## config.mk

```make
export PLATFORM = sky130hd
export DESIGN_NAME = mem_arbiter
export DESIGN_NICKNAME = d
export VERILOG_FILES = /design/src/rtl/cache_types.sv /design/src/rtl/rr_pick.sv /design/src/rtl/mem_arbiter.sv
export SDC_FILE = /design/constraint.sdc
export NUM_CORES = 1
export LEC_CHECK = 0
export CORE_AREA = 4 4 272 274
export CTS_CLUSTER_DIAMETER = 100
export DETAILED_ROUTE_END_ITERATION = 8
export DIE_AREA = 0 0 276 278
export PLACE_DENSITY = 0.49
export SYNTH_ARGS = -nofsm -noshare
export SYNTH_HDL_FRONTEND = slang
export SYNTH_SLANG_ARGS = --single-unit
```

## constraint.sdc

```tcl
create_clock -name clk -period 8.2 [get_ports clk]
set_clock_uncertainty 0.15 [all_clocks]
set_input_delay 1.64 -clock clk [delete_from_list [all_inputs] [get_ports clk]]
set_output_delay 1.64 -clock clk [all_outputs]
set_load 0.01 [all_outputs]
```

## src/rtl/cache_types.sv

```systemverilog
// Shared types and default widths for the L1-to-L2 memory arbiter slice.
package cache_types;

    localparam int DEF_ADDR_W = 16;
    localparam int DEF_LINE_W = 128;

    typedef enum logic [1:0] {
        IDLE,
        BUSY,
        DONE
    } arb_state_t;

    // Index width that stays legal for a single-channel build.
    function automatic int idx_width(input int n);
        return (n > 1) ? $clog2(n) : 1;
    endfunction

endpackage

```

## src/rtl/rr_pick.sv

```systemverilog
// Combinational rotating picker: first requester at or after 'start', wrapping to 0.
import cache_types::*;

module rr_pick #(
    parameter int NUM_CH = 2,
    parameter int IDX_W  = idx_width(NUM_CH)
) (
    input  logic [NUM_CH-1:0] req,
    input  logic [IDX_W-1:0]  start,
    output logic [NUM_CH-1:0] grant,
    output logic [IDX_W-1:0]  grant_idx
);

    logic             found;
    logic [IDX_W:0]   sum;
    logic [IDX_W-1:0] cand;

    // Walk the channels in priority order starting at 'start'; the first hit wins.
    always_comb begin
        grant     = '0;
        grant_idx = '0;
        found     = 1'b0;
        sum       = '0;
        cand      = '0;
        for (int i = 0; i < NUM_CH; i++) begin
            sum = {1'b0, start} + (IDX_W+1)'(i);
            if (sum >= (IDX_W+1)'(NUM_CH)) begin
                sum = sum - (IDX_W+1)'(NUM_CH);
            end
            cand = sum[IDX_W-1:0];
            if (!found && req[cand]) begin
                found       = 1'b1;
                grant[cand] = 1'b1;
                grant_idx   = cand;
            end
        end
    end

endmodule

```

## src/rtl/mem_arbiter.sv

```systemverilog
// Arbitrates NUM_CH L1 line read/writeback requests onto a single L2 port.
// Define ARB_FIXED_PRIO_EN for lowest-index-wins priority instead of round-robin.
import cache_types::*;

module mem_arbiter #(
    parameter int NUM_CH = 2,
    parameter int ADDR_W = DEF_ADDR_W,
    parameter int LINE_W = DEF_LINE_W
) (
    input  logic                           clk,
    input  logic                           rst,
    input  logic [NUM_CH-1:0]              ch_read,
    input  logic [NUM_CH-1:0]              ch_write,
    input  logic [NUM_CH-1:0][ADDR_W-1:0]  ch_addr,
    input  logic [NUM_CH-1:0][LINE_W-1:0]  ch_wdata,
    output logic [LINE_W-1:0]              ch_rdata,
    output logic [NUM_CH-1:0]              ch_resp,
    output logic                           L2_read,
    output logic                           L2_write,
    output logic [ADDR_W-1:0]              L2_addr,
    output logic [LINE_W-1:0]              L2_wdata,
    input  logic [LINE_W-1:0]              L2_rdata,
    input  logic                           L2_resp
);

    localparam int IDX_W = idx_width(NUM_CH);

    arb_state_t        state, next_state;
    logic [NUM_CH-1:0] req_vec;
    logic [IDX_W-1:0]  pick_start;
    logic [IDX_W-1:0]  pick_idx;
    logic [NUM_CH-1:0] pick_oh;
    logic              take_grant;

    logic [NUM_CH-1:0] grant_oh;
    logic [ADDR_W-1:0] lat_addr;
    logic [LINE_W-1:0] lat_wdata;
    logic              lat_write;

    assign req_vec = ch_read | ch_write;

`ifdef ARB_FIXED_PRIO_EN
    assign pick_start = '0;
`else
    logic [IDX_W-1:0] grant_idx;
    logic [IDX_W-1:0] next_ptr;

    // The pointer advances only when a transaction completes, so an aborted grant does not rotate.
    always_ff @(posedge clk or posedge rst) begin
        if (rst) begin
            grant_idx <= '0;
            next_ptr  <= '0;
        end else begin
            if (take_grant) begin
                grant_idx <= pick_idx;
            end
            if (state == BUSY && L2_resp) begin
                next_ptr <= (grant_idx == IDX_W'(NUM_CH-1)) ? '0 : grant_idx + 1'b1;
            end
        end
    end

    assign pick_start = next_ptr;
`endif

    rr_pick #(
        .NUM_CH (NUM_CH),
        .IDX_W  (IDX_W)
    ) u_pick (
        .req       (req_vec),
        .start     (pick_start),
        .grant     (pick_oh),
        .grant_idx (pick_idx)
    );

    always_ff @(posedge clk or posedge rst) begin
        if (rst) begin
            state <= IDLE;
        end else begin
            state <= next_state;
        end
    end

    // Request fields are captured once at grant so L2 sees stable values even if the requester drops.
    always_ff @(posedge clk or posedge rst) begin
        if (rst) begin
            grant_oh  <= '0;
            lat_addr  <= '0;
            lat_wdata <= '0;
            lat_write <= 1'b0;
        end else if (take_grant) begin
            grant_oh  <= pick_oh;
            lat_addr  <= ch_addr[pick_idx];
            lat_wdata <= ch_wdata[pick_idx];
            lat_write <= ch_write[pick_idx];
        end
    end

    always_comb begin
        next_state = state;
        take_grant = 1'b0;
        L2_read    = 1'b0;
        L2_write   = 1'b0;
        L2_addr    = '0;
        L2_wdata   = '0;
        ch_resp    = '0;
        ch_rdata   = '0;
        case (state)
            IDLE: begin
                if (|req_vec) begin
                    take_grant = 1'b1;
                    next_state = BUSY;
                end
            end
            BUSY: begin
                L2_read  = !lat_write;
                L2_write = lat_write;
                L2_addr  = lat_addr;
                L2_wdata = lat_wdata;
                if (L2_resp) begin
                    ch_resp    = grant_oh;
                    ch_rdata   = L2_rdata;
                    next_state = DONE;
                end
            end
            DONE: begin
                next_state = IDLE;
            end
            default: begin
                next_state = IDLE;
            end
        endcase
    end

endmodule

```

==> impl_results.md, run 1 <==
- Cells resized by post-CTS repair: 0
- Placeable Area: 0.07136 sq mm
- Count of mapped cells out of synthesis: 1184
- Routed length on met2: 34150 um
- CP max FO: 133
- Leakage Power: 0.006773 uW
- Wire length of the first global-routing pass: 90990 um
- Synthesized cell area: 0.009867 sq mm
- Clk buf depth: 2
- Final Max Tran Viols: 0
- Max_slew headroom: 24.77%
- Average routed wire per standard cell: 23.61 um
- Aggregate global routing overflow: 0
- Main synth FF type: sky130_fd_sc_hd__dfrtp_1
- Launching element type of the critical path: input port
- Max IR drop VDD: 212.8 uV
- Via count of the first global-routing pass: 12070
- Syn_nets: 1607
- Class of the most critical setup path: input port to output pin
- Synth Register Bits: roughly 150
- Initial core utilization: around 14%
- Post-Place Setup Slack: 2.778 ns
- Max layer used: met5
- Leading cell types in the layout, fill and taps excluded: sky130_fd_sc_hd__clkdlybuf4s50_1, sky130_fd_sc_hd__dfrtp_1, sky130_fd_sc_hd__a21oi_1
- TritonCTS sink count: around 150
- Result of the run: finished clean
- Highest attainable clock frequency: 187.1 MHz
- Hold Crit Class: flop to flop
- Final worst path period share: about two thirds
- Signal arrival time at the worst endpoint: between 3 and 4 ns
- Proportion of layout cells with a drive suffix above 1: between 3 and 4%
- Number of clock buffers inserted by TritonCTS: 17
- Unique cell type count in the Yosys netlist: 28
- Vertical extent of the die: 278 um
- Share of flip-flops with an asynchronous set or reset after synthesis: 100.0%
- P&R area growth vs syn: 82.80%
- Clock network latency to the later pin of the worst-skew pair: 0.48 ns
- Count of warnings emitted by yosys: 0
- Placement Rows: 98
- Die ar.: around 0.077 sq mm
- Filler cells: a little under 8000
- DRT met1 WL: 24260 um
- Total via count after detailed routing: 11880
- Total of max-cap violations: 0
- Share of the synthesized area in the top cell type: 38.30%
- Clock root buffer: sky130_fd_sc_hd__clkbuf_16
- Final HPWL DP: 47620 um
- GR Util All Layers: 15.94%
- Initial DRC Count: approximately 660
- Cell type with the largest total area after synthesis: sky130_fd_sc_hd__dfrtp_1
- Htree depth: 4
- Number of design rule violations left after detail routing: 0
- Setup violators final: 0
- Port Buffers: 698
- DRT Pass-1 Iters: 5
- Top Ports: 699
- Antenna violations before repair: 10
- Main area contributors after synthesis: sky130_fd_sc_hd__dfrtp_1, sky130_fd_sc_hd__nand3b_1, sky130_fd_sc_hd__and2_1, sky130_fd_sc_hd__a31oi_1, sky130_fd_sc_hd__and3_1
- Slew at the pin closest to its max-slew limit: 1.128 ns
- Number of nets in the layout: 2185
- Routed WL: 64470 um
- Critical path data required time: 6.41 ns
- Final cell utilization of the core: 25.28%
- Post-Synthesis Mean Instance Area: approximately 8.3 sq um
- Total negative setup slack: 0 ns
- Number of hold buffers added after CTS: 0
- Register clock-pin slew on the reported worst setup and hold paths: 0.07 ns
- Most common cell after layout, fill and taps aside: sky130_fd_sc_hd__clkdlybuf4s50_1
- TritonCTS clock tree: yes
- Per-cell via count in the routed design: 4.352
- Worst setup EP type: output pin
- Antenna viol nets, final: 0
- Number of enable-type register cells in the synthesized netlist: 0
- Setup repair after global routing missed its margin: false
- Die width: ~280 um
- Met3 routed WL: 4074 um
- Min setup slack post-route: 2.854 ns
- Sequential share of the synthesized area: about two fifths
- Pin count of the biggest net entering global routing: 167
- Weighted congestion at the end of routability-driven global placement: 0.9611
- Clock period minus final worst setup slack: 5.346 ns
- Post CTS Setup Buffer Count: 0
- Cell Pwr Density: roughly 310 mW/mm^2
- Final hold violation count: 0
## power by group
group	internal [uW]	switching, uW
sequential	1130	197
clock	464	377
combinational	1620	1830
## logic make-up after synthesis
logic type / after synthesis / synth area share, %
simple gates: 434 / 29.36
buf+inv: 156 / 7.862
flops: 151 / 38.30
compound gates: 443 / 24.49
## critical path: stages
cell and delay, ns:
sky130_fd_sc_hd__buf_4 0.76, sky130_fd_sc_hd__and3_1 0.51, sky130_fd_sc_hd__clkdlybuf4s50_1 0.62
## metrics by stage
| stage | power, uW | hold WS, ns | cell area [sq um] | std cells |
|---|---|---|---|---|
| after floorplan | 2984 | 0.2689 | 9867 | 1184 |
| after global placement | 4807 | 0.2866 | 17440 | 2693 |
| after detailed placement | 4836 | 0.2912 | 17440 | 2693 |
| after CTS | 5722 | 0.3084 | 18020 | 2725 |
| after global routing | 5985 | 0.3240 | 18040 | 2730 |
| final | 5621 | 0.3061 | 18040 | 2730 |
## final timing paths
| path | start | to | slack, ns | cells past startpoint |
|---|---|---|---|---|
| max | L2_resp | ch_rdata[52] | 2.85 | 3 |
| min | grant_idx | next_ptr | 0.31 | 1 |
| max reg2reg | next_ptr | lat_wdata[63] | 5.31 | 4 |
| min reg2reg | grant_idx | next_ptr | 0.31 | 1 |
| max in group asynchronous | rst | lat_wdata[92] | 5.23 | 3 |
| min in group asynchronous | rst | lat_wdata[35] | 1.38 | 2 |
## registers in the layout, indices dropped and copies added, names as in the netlist
signal / count
next_ptr: 1
lat_wdata: 128
state: 2
grant_oh: 2
lat_write: 1
lat_addr: 16
grant_idx: 1
## cells in the mapped netlist (all sizes together), types with 2 or more instances
cell      n
nand2b    2
a21oi   148
dfrtp   151
o21ai   146
a31oi   144
buf      32
and2    146
clkbuf  123
and3    130
nor2      5
nand3b  144
a21o      2
## layer usage
metal  track usage, %  up-vias
met5                0        -
met4            5.672        2
met3            4.538       55
met2            29.59      486
met1            17.28     5881
li1                 -     5458
## cell type report
class	instances	area, sq um	share of cell area (%)
inverters	1	8.758	0.04856
well taps	950	1189	6.590
clock inverters	11	121.4	0.6729
diodes	5	12.51	0.06937
multi-input cells	877	5350	29.66
clock buffers	21	460.4	2.553
flip-flops and latches	151	3779	20.95
repair buffers	714	7117	39.46
Power figures use the tool's default switching activity.
==> run 2, diff against run 1 <==
Settings changed: PLACE_DENSITY 0.49 to 0.5.
Clock period 8.2 ns to 4.8 ns, I/O delays scaled along.
==> run 2 against run 1 <==
Net effect: global-route usage down 0.094 points; register-to-register slack worse by 3.4 ns; largest cell class unchanged; combinational power up 70%; wire length down 1.5%; power up 72%; sequential power up 71%; hold slack worse by 0.010 ns.
==> impl_results.md, run 2 (synthesis gave the netlist of run 1 again) <==
- Result of the run: finished clean
- Setup repair after global routing missed its margin: false
- Aggregate global routing overflow: 0 (unchanged)
- Antenna violations before repair: 8 (-2)
- Htree depth: 4 (unchanged)
- Proportion of layout cells with a drive suffix above 1: 3.155% (unchanged)
- Max IR drop VDD: 304.6 uV (+43%)
- Antenna viol nets, final: 0 (unchanged)
- Most common cell after layout, fill and taps aside: sky130_fd_sc_hd__clkdlybuf4s50_1
- Die ar.: 0.07673 sq mm (unchanged)
- Die width: 276 um (unchanged)
- TritonCTS clock tree: yes
- Per-cell via count in the routed design: 4.382 (+0.68%)
- Initial core utilization: 13.83% (unchanged)
- Clock network latency to the later pin of the worst-skew pair: 0.46 ns (-0.02 ns)
- P&R area growth vs syn: 84.25%
- Placeable Area: 0.07136 sq mm (unchanged)
- Highest attainable clock frequency: around 260 MHz
- Total via count after detailed routing: 11970 (+0.72%)
- Clock period minus final worst setup slack: 3.874 ns
- Fraction of power consumed by the clock network: 15.8% (+0.8 points)
- Wire length of the first global-routing pass: 90760 um (-0.25%)
- Cells resized by post-CTS repair: 0 (unchanged)
- Total negative setup slack: 0 ns (unchanged)
- Signal arrival time at the worst endpoint: 2.76 ns (-0.80 ns)
- Cell Pwr Density: 531.4 mW/mm^2 (+71%)
- Largest registers: lat_wdata: 128 flops, lat_addr: 16 flops
- Max FFs per register: 128 (unchanged)
- Pin count of the biggest net entering global routing: 172 (+3.0%)
- Initial DRC Count: 736 (+11%)
- Clock root buffer: sky130_fd_sc_hd__clkbuf_16
- Register clock-pin slew on the reported worst setup and hold paths: 0.06 ns (about the same)
- Final hold violation count: 0 (unchanged)
- P_int: 5613 uW (+75%)
- Seq pwr share: 23.5% (-0.2 points)
- Setup violators final: 0 (unchanged)
- Average routed wire per standard cell: 23.24 um (-1.6%)
- GR Util All Layers: 15.84% (-0.094 points)
- Comb pwr share: 60.7% (-0.7 points)
- Leading cell types in the layout, fill and taps excluded: sky130_fd_sc_hd__clkdlybuf4s50_1, sky130_fd_sc_hd__dfrtp_1, sky130_fd_sc_hd__a21oi_1
- Leakage Power: 0.006821 uW (+0.71%)
- Post-Place Setup Slack: 0.7767 ns (-2.001 ns)
- Clk buf depth: 2 (unchanged)
- Critical path data required time: 3.69 ns (-2.72 ns)
- Register bank with the most flops: lat_wdata
- DRT Pass-1 Iters: 6 (+1)
- Class of the most critical setup path: flop to output pin
- Number of hold buffers added after CTS: 0 (unchanged)
- Port Buffers: 698 (unchanged)
- Top Ports: 699 (unchanged)
- Launching element type of the critical path: flop
- Total of max-cap violations: 0 (unchanged)
- Post CTS Setup Buffer Count: 0 (unchanged)
- Vertical extent of the die: 278 um (unchanged)
- CP max FO: 171 (+29%)
- Placement Rows: 98 (unchanged)
- Min setup slack post-route: 0.9261 ns (-1.928 ns)
- Worst setup EP type: output pin
- Net Sw Power: 4048 uW (+68%)
- Weighted congestion at the end of routability-driven global placement: 0.9060 (-5.7%)
- TritonCTS sink count: 151 (unchanged)
- Routed WL: 63480 um (-1.5%)
- Number of nets in the layout: 2185 (unchanged)
- Switching power as a share of total power: 41.90% (-0.94 points)
- Max_slew headroom: 30.51% (+5.7 points)
- Number of clock buffers inserted by TritonCTS: 17 (unchanged)
- Slew at the pin closest to its max-slew limit: 1.042 ns (-0.08605 ns)
- Via count of the first global-routing pass: 12160 (+0.69%)
- Final HPWL DP: 47550 um (-0.16%)
- Number of design rule violations left after detail routing: 0 (unchanged)
- Final worst path period share: 80.71%
- Hold Crit Class: flop to flop
- Final Max Tran Viols: 0 (unchanged)
[run 2: area by class of cell]
cell class	count	area [sq um]
diodes	6	15.01
clock buffers	20	446.7
inverters	1	7.507
multi-input cells	877	5350
well taps	950	1189
flip-flops and latches	151	3779
clock inverters	12	176.4
repair buffers	714	7217
fillers	7691	53180
[run 2: final timing paths]
path	startpoint	to	slack, ns	cells after the start
setup / recovery	state[0]	L2_wdata[126]	0.93	4
hold / removal	grant_idx	next_ptr	0.30	1
setup reg to reg	state[1]	lat_wdata[59]	1.89	5
hold reg to reg	grant_idx	next_ptr	0.30	1
max in group asynchronous	rst	lat_wdata[106]	3.14	3
min in group asynchronous	rst	lat_wdata[46]	0.83	3
[run 2: metrics by stage]
step | cell area (sq um) | hold WS [ns] | instances | power, uW | util, %
detailed placement | 17540 | 0.2951 | 2693 | 8243 | 24.58
floorplan | 9871 | 0.2689 | 1184 | 5097 | -
global route | 18180 | 0.3439 | 2731 | 10290 | 25.48
finish | 18180 | 0.2958 | 2731 | 9660 | 25.48
CTS | 18160 | 0.2974 | 2725 | 9824 | 25.45
global placement | 17540 | 0.2896 | 2693 | 8167 | 24.58
[run 2: per-layer routing]
| metal | track usage (%) | up-vias | part of all wire [%] |
|---|---|---|---|
| met4 | 6.526 | 4 | 3.4 |
| met2 | 29.33 | 521 | 53 |
| met1 | 17.18 | 5903 | 37 |
| met5 | 0 | - | 0.049 |
| li1 | - | 5463 | - |
| met3 | 4.068 | 76 | 6.1 |
[run 2: worst max-delay path, stage by stage (launching register included)]
cell                              delay [ns]
sky130_fd_sc_hd__dfrtp_1                0.42
sky130_fd_sc_hd__nor2b_4                0.23
sky130_fd_sc_hd__buf_12                 0.39
sky130_fd_sc_hd__and2_1                 0.24
sky130_fd_sc_hd__clkdlybuf4s50_1        0.79
[run 2: power groups by stage]
stage	registers [uW]	logic, uW	clock network [uW]
2_1_floorplan	2160	2940	0
3_3_place_gp	2270	5900	0
3_5_place_dp	2290	5960	0
4_1_cts	2280	5970	1580
5_1_grt	2350	6320	1620
6_report	2270	5860	1520
==> edit 1: new RTL, config.mk and constraints of run 2 <==
`DEF_ADDR_W`: 16 -> 15.
--- a/src/rtl/cache_types.sv
+++ b/src/rtl/cache_types.sv
@@ -3,3 +3,3 @@
 
-    localparam int DEF_ADDR_W = 16;
+    localparam int DEF_ADDR_W = 15;
     localparam int DEF_LINE_W = 128;
Ports: changed (resized L2_addr and ch_addr); port bits go from 699 to 696. The function was not compared with the original's and may differ.
==> edit 1 against run 2 <==
- wire length shrank 3.8%
- sequential cell count decreased by 1
- fmax grew 3.0%
- design area increased by 0.73%
- critical path depth unchanged
- sequential share of layout area shrank 0.29 points
- worst setup slack gained 110 ps
- count of clock-buffer cells in the layout fell by 2
- synthesized cell count shrank 0.68%
- combinational power up 1%
- power barely moved
- area after synthesis barely moved
- largest power group unchanged
==> edit 1: results (changes against run 2) <==
[final_layout]
post-route-util = 0.257  ; +0.00186
multi_input_area_mm2 = 0.00551  ; +3.0%
nNonClkBuffers = 718  ; +0.56%
seq_area_frac = 0.205  ; -0.00287
fillCellCount = 7703  ; +0.16%
multi_input_gates = 872  ; -0.57%
diodes = 5  ; -1
largestRegisters = lat_wdata: 128 flops, lat_addr: 15 flops
multi_input_area_share = 0.301  ; +0.00661
num-nets-final = 2181  ; -0.18%
bufAreaShareNonClock = 0.396  ; -0.00110
nClkBuffers = 18  ; -10%
drive_gt1_frac = 0.0643  ; +0.0328

[routing]
first_iter_violations = 652  ; -11%
avgRoutedWirePerCell_um = 22.4  ; -3.7%
first_pass_iters = 5  ; -1

[logic_synthesis]
ys_top_cells_by_area = dfrtp_1 38%, nand3b_1 11%, and2_1 9.2%
syn-num-nets = 1597  ; -0.62%
ys_seq_area_frac = 0.381  ; -0.00220
synth_common_cells = 150 x dfrtp_1, 145 x and2_1, 145 x o21ai_0, 143 x a31oi_1, 143 x nand3b_1
synth_cell_types = 27  ; -3.6%
synth.avg_cell_area_um2 = 8.38  ; +0.59%

[timing]
max_freq_mhz = 266  ; +3.0%
hold_ws_ps = 302  ; +6.34 ps

[place]
place.gp.congestion = 0.951  ; +5.0%
place_area_mm2 = 0.0177  ; +0.96%
dp.cells = 2691  ; -0.074%
dp_slack_ps = 1110  ; +332 ps
portBuffers = 695  ; -0.43%
hpwl_um = 45400  ; -4.6%

[pwr]
p_leak_nw = 6.82  ; about the same
peakVddDrop_v = 0.000489  ; +61%
swShare = 0.424  ; +0.00474

[clocking]
cts_sinks = 150  ; -0.66%

[setup_path]
cp.arrival_ps = 2650  ; -110 ps
endpoint = L2_addr[14]
reg2reg_slack_ps = 2420  ; +530 ps
ff2ff_path_depth = 4  ; -1
slowest_delay_ps = 640  ; -150 ps
cp_max_fo = 190  ; +11%
worstReg2RegEnd = lat_addr[3]$_DFFE_PP0P_

[min_path]
holdPathEnd = next_ptr$_DFFE_PP0P_

[global_routing]
grt_max_degree = 203  ; +18%
antenna_found_initial = 9  ; +1
groute.usage.overall = 0.152  ; -0.00692
grt_pass1_vias = 11900  ; -2.5%

[run_status]
outcome = finished, final reports clean

## edit 1: changes by cell type after synthesis, moves of 6 or more
cell and change:
clkbuf_1 -6, a21oi_1 -50, a21oi_2 +49, buf_1 +9, buf_2 +16, buf_6 -16
## edit 1: metal layers
layer,vias up,wire (um),track usage
met4,2,1030,0.0390
li1,5458,-,-
met3,50,4190,0.0432
met2,518,33400,0.292
met5,-,8,0
met1,5750,22400,0.162
## edit 1: power by group through the flow
| stage | registers, mW | clock network (mW) | logic (mW) |
|---|---|---|---|
| floorplan | 2.18 | 0 | 2.96 |
| global route | 2.38 | 1.52 | 6.42 |
| detailed placement | 2.33 | 0 | 6.04 |
| CTS | 2.31 | 1.49 | 6.06 |
| global placement | 2.30 | 0 | 6.01 |
| finish | 2.30 | 1.42 | 5.93 |
## edit 1: cells by family (layout without fill, tap and decap cells)
group	count (synthesis)	in the layout	synth area share
flops	150	150	0.381
buf+inv	154	750	0.0659
other cells	0	5	0
compound gates	440	440	0.262
simple gates	432	432	0.291
==> edit 2: new RTL, config.mk and constraints of run 2 <==
Made on the original files. Reset style: synchronous (`rst`), changed in 3 clocked blocks.
--- a/src/rtl/mem_arbiter.sv
+++ b/src/rtl/mem_arbiter.sv
@@ -48,3 +48,3 @@
     // The pointer advances only when a transaction completes, so an aborted grant does not rotate.
-    always_ff @(posedge clk or posedge rst) begin
+    always_ff @(posedge clk) begin
         if (rst) begin
@@ -75,3 +75,3 @@
 
-    always_ff @(posedge clk or posedge rst) begin
+    always_ff @(posedge clk) begin
         if (rst) begin
@@ -84,3 +84,3 @@
     // Request fields are captured once at grant so L2 sees stable values even if the requester drops.
-    always_ff @(posedge clk or posedge rst) begin
+    always_ff @(posedge clk) begin
         if (rst) begin
Formal check against the unedited RTL: differs if rst is asserted again (counterexample within 4 cycles, from zero or initial values and one cycle with rst high); with rst held inactive, the same outputs for 4 cycles.
==> edit 2 against run 2 <==
- wire length fell by 4.8%
- sequential cell count unchanged
- worst setup slack improved by 65 ps
- area after synthesis decreased by 6.7%
- design area decreased by 3.8%
- sequential share of layout area fell by 3.5 points
Power is not compared: it rests on default switching activity, and its combinational part moved more than twofold at a synthesized area within 25%.
==> edit 2: results (changes against run 2) <==
[pwr]
p_sw_mw = 1.51

[global_routing]
grt_pass1_wl_um = 87300  ; -3.8%
groute.usage.overall = 0.149  ; -0.00965
grt_pass1_vias = 12100  ; -0.54%
antenna_found_initial = 11  ; +3
grt_max_degree = 200  ; +16%

[setup_path]
cp_max_fo = 48  ; -72%
slowest_delay_ps = 540  ; -250 ps
reg2reg_slack_ps = 2640  ; +750 ps
crit_family = buffers and inverters
cp.arrival_ps = 2700  ; -60 ps
r2r-start = state[1]$_SDFFE_PP0P_
critical_path.startpoint = L2_resp

[logic_synthesis]
ys.flop_type = dfxtp_1
syn-num-nets = 1629  ; +1.4%
ys_top_cells_by_area = dfxtp_1 33%, a311oi_1 14%, and2_1 9.8%
synth_cell_types = 25  ; -11%
async_flop_share = 0  ; -1.00
yosys_warnings = 0  ; unchanged
synth_common_cells = 151 x dfxtp_1, 150 x a21oi_1, 146 x a311oi_1, 145 x and2_1, 145 x nand3_1
ys_seq_area_frac = 0.328  ; -0.0547

[place]
dp_slack_ps = 1020  ; +246 ps
place.gp.congestion = 0.862  ; -4.9%
hpwl_um = 44000  ; -7.4%

[final_layout]
num-nets-final = 2198  ; +0.59%
drive_gt1_frac = 0.0380  ; +0.00648

[run_status]
outcome = finished, final reports clean

[clocking]
clk_pin_slew_ps = 70
clock_path_buffers = 2  ; unchanged

[timing]
period_needed_ps = 3810  ; -64.6 ps
slew_headroom = 0.372  ; +0.0666

[routing]
wirelength_um = 60400  ; -4.8%
first_pass_iters = 5  ; -1
viasPerCell = 4.46  ; +1.9%
first_iter_violations = 936  ; +27%

[min_path]
hold_start = grant_idx$_SDFFE_PP0P_

==> edit 2: metrics by stage <==
step           cell area (um2)  hold slack [ps]  utilization  total power [mW]  std cells
2_1_floorplan             9210              268            -              2.18       1206
3_3_place_gp             16900              304        0.236              3.04       2706
3_5_place_dp             16900              302        0.236              3.05       2706
4_1_cts                  17500              305        0.245              4.58       2738
5_1_grt                  17500              336        0.245              4.74       2740
6_report                 17500              310        0.245              4.49       2742
==> edit 2: final timing paths <==
| check | cells past startpoint | to |
|---|---|---|
| setup / recovery | 4 | ch_rdata[71] |
| setup reg to reg | 5 | lat_wdata[25]$_SDFFE_PP0P_ |
| hold reg to reg | 1 | next_ptr$_SDFFE_PP0P_ |
| hold / removal | 1 | next_ptr$_SDFFE_PP0P_ |
==> edit 2: cells by family (layout without fill, tap and decap cells) <==
kind of cell | Yosys count | count (layout) | synth area share
AND/OR/NAND/NOR | 433 | 433 | 0.273
flip-flops | 151 | 151 | 0.328
other | 0 | 4 | 0
AO/OA/AOI/OAI | 448 | 448 | 0.305
buffers and inverters | 174 | 756 | 0.0933
==> edit 2: layout make-up <==
cell class / count / area [um2]
Tap cell: 950 / 1190
Antenna cell: 4 / 10.0
Multi-Input combinational cell: 881 / 5370
Clock buffer: 17 / 425
Timing Repair Buffer: 724 / 7290
Fill cell: 7782 / 53900
Sequential cell: 151 / 3020
Clock inverter: 15 / 181
==> edit 2: power by group through the flow <==
| stage | clock network, mW | registers, mW | logic, mW |
|---|---|---|---|
| after global routing | 1.59 | 1.51 | 1.64 |
| after global placement | 0 | 1.51 | 1.53 |
| after floorplan | 0 | 1.49 | 0.692 |
| after CTS | 1.56 | 1.49 | 1.54 |
| final | 1.47 | 1.49 | 1.53 |
| after detailed placement | 0 | 1.52 | 1.53 |
==> edit 2: worst reg2reg max path: cells and delay by family (launching register included) <==
kind / cells / cell delay (ps)
AO/OA/AOI/OAI: 2 / 470
AND/OR/NAND/NOR: 1 / 130
buffers and inverters: 2 / 970
flip-flops: 1 / 360
==> edit 2: routing by layer <==
metal / share of wire / GRT usage / vias to the layer above
li1: - / - / 5636
met1: 0.45 / 0.203 / 5943
met3: 0.081 / 0.0442 / 42
met5: 0.00055 / 0 / -
met4: 0.014 / 0.0340 / 4
met2: 0.46 / 0.232 / 617
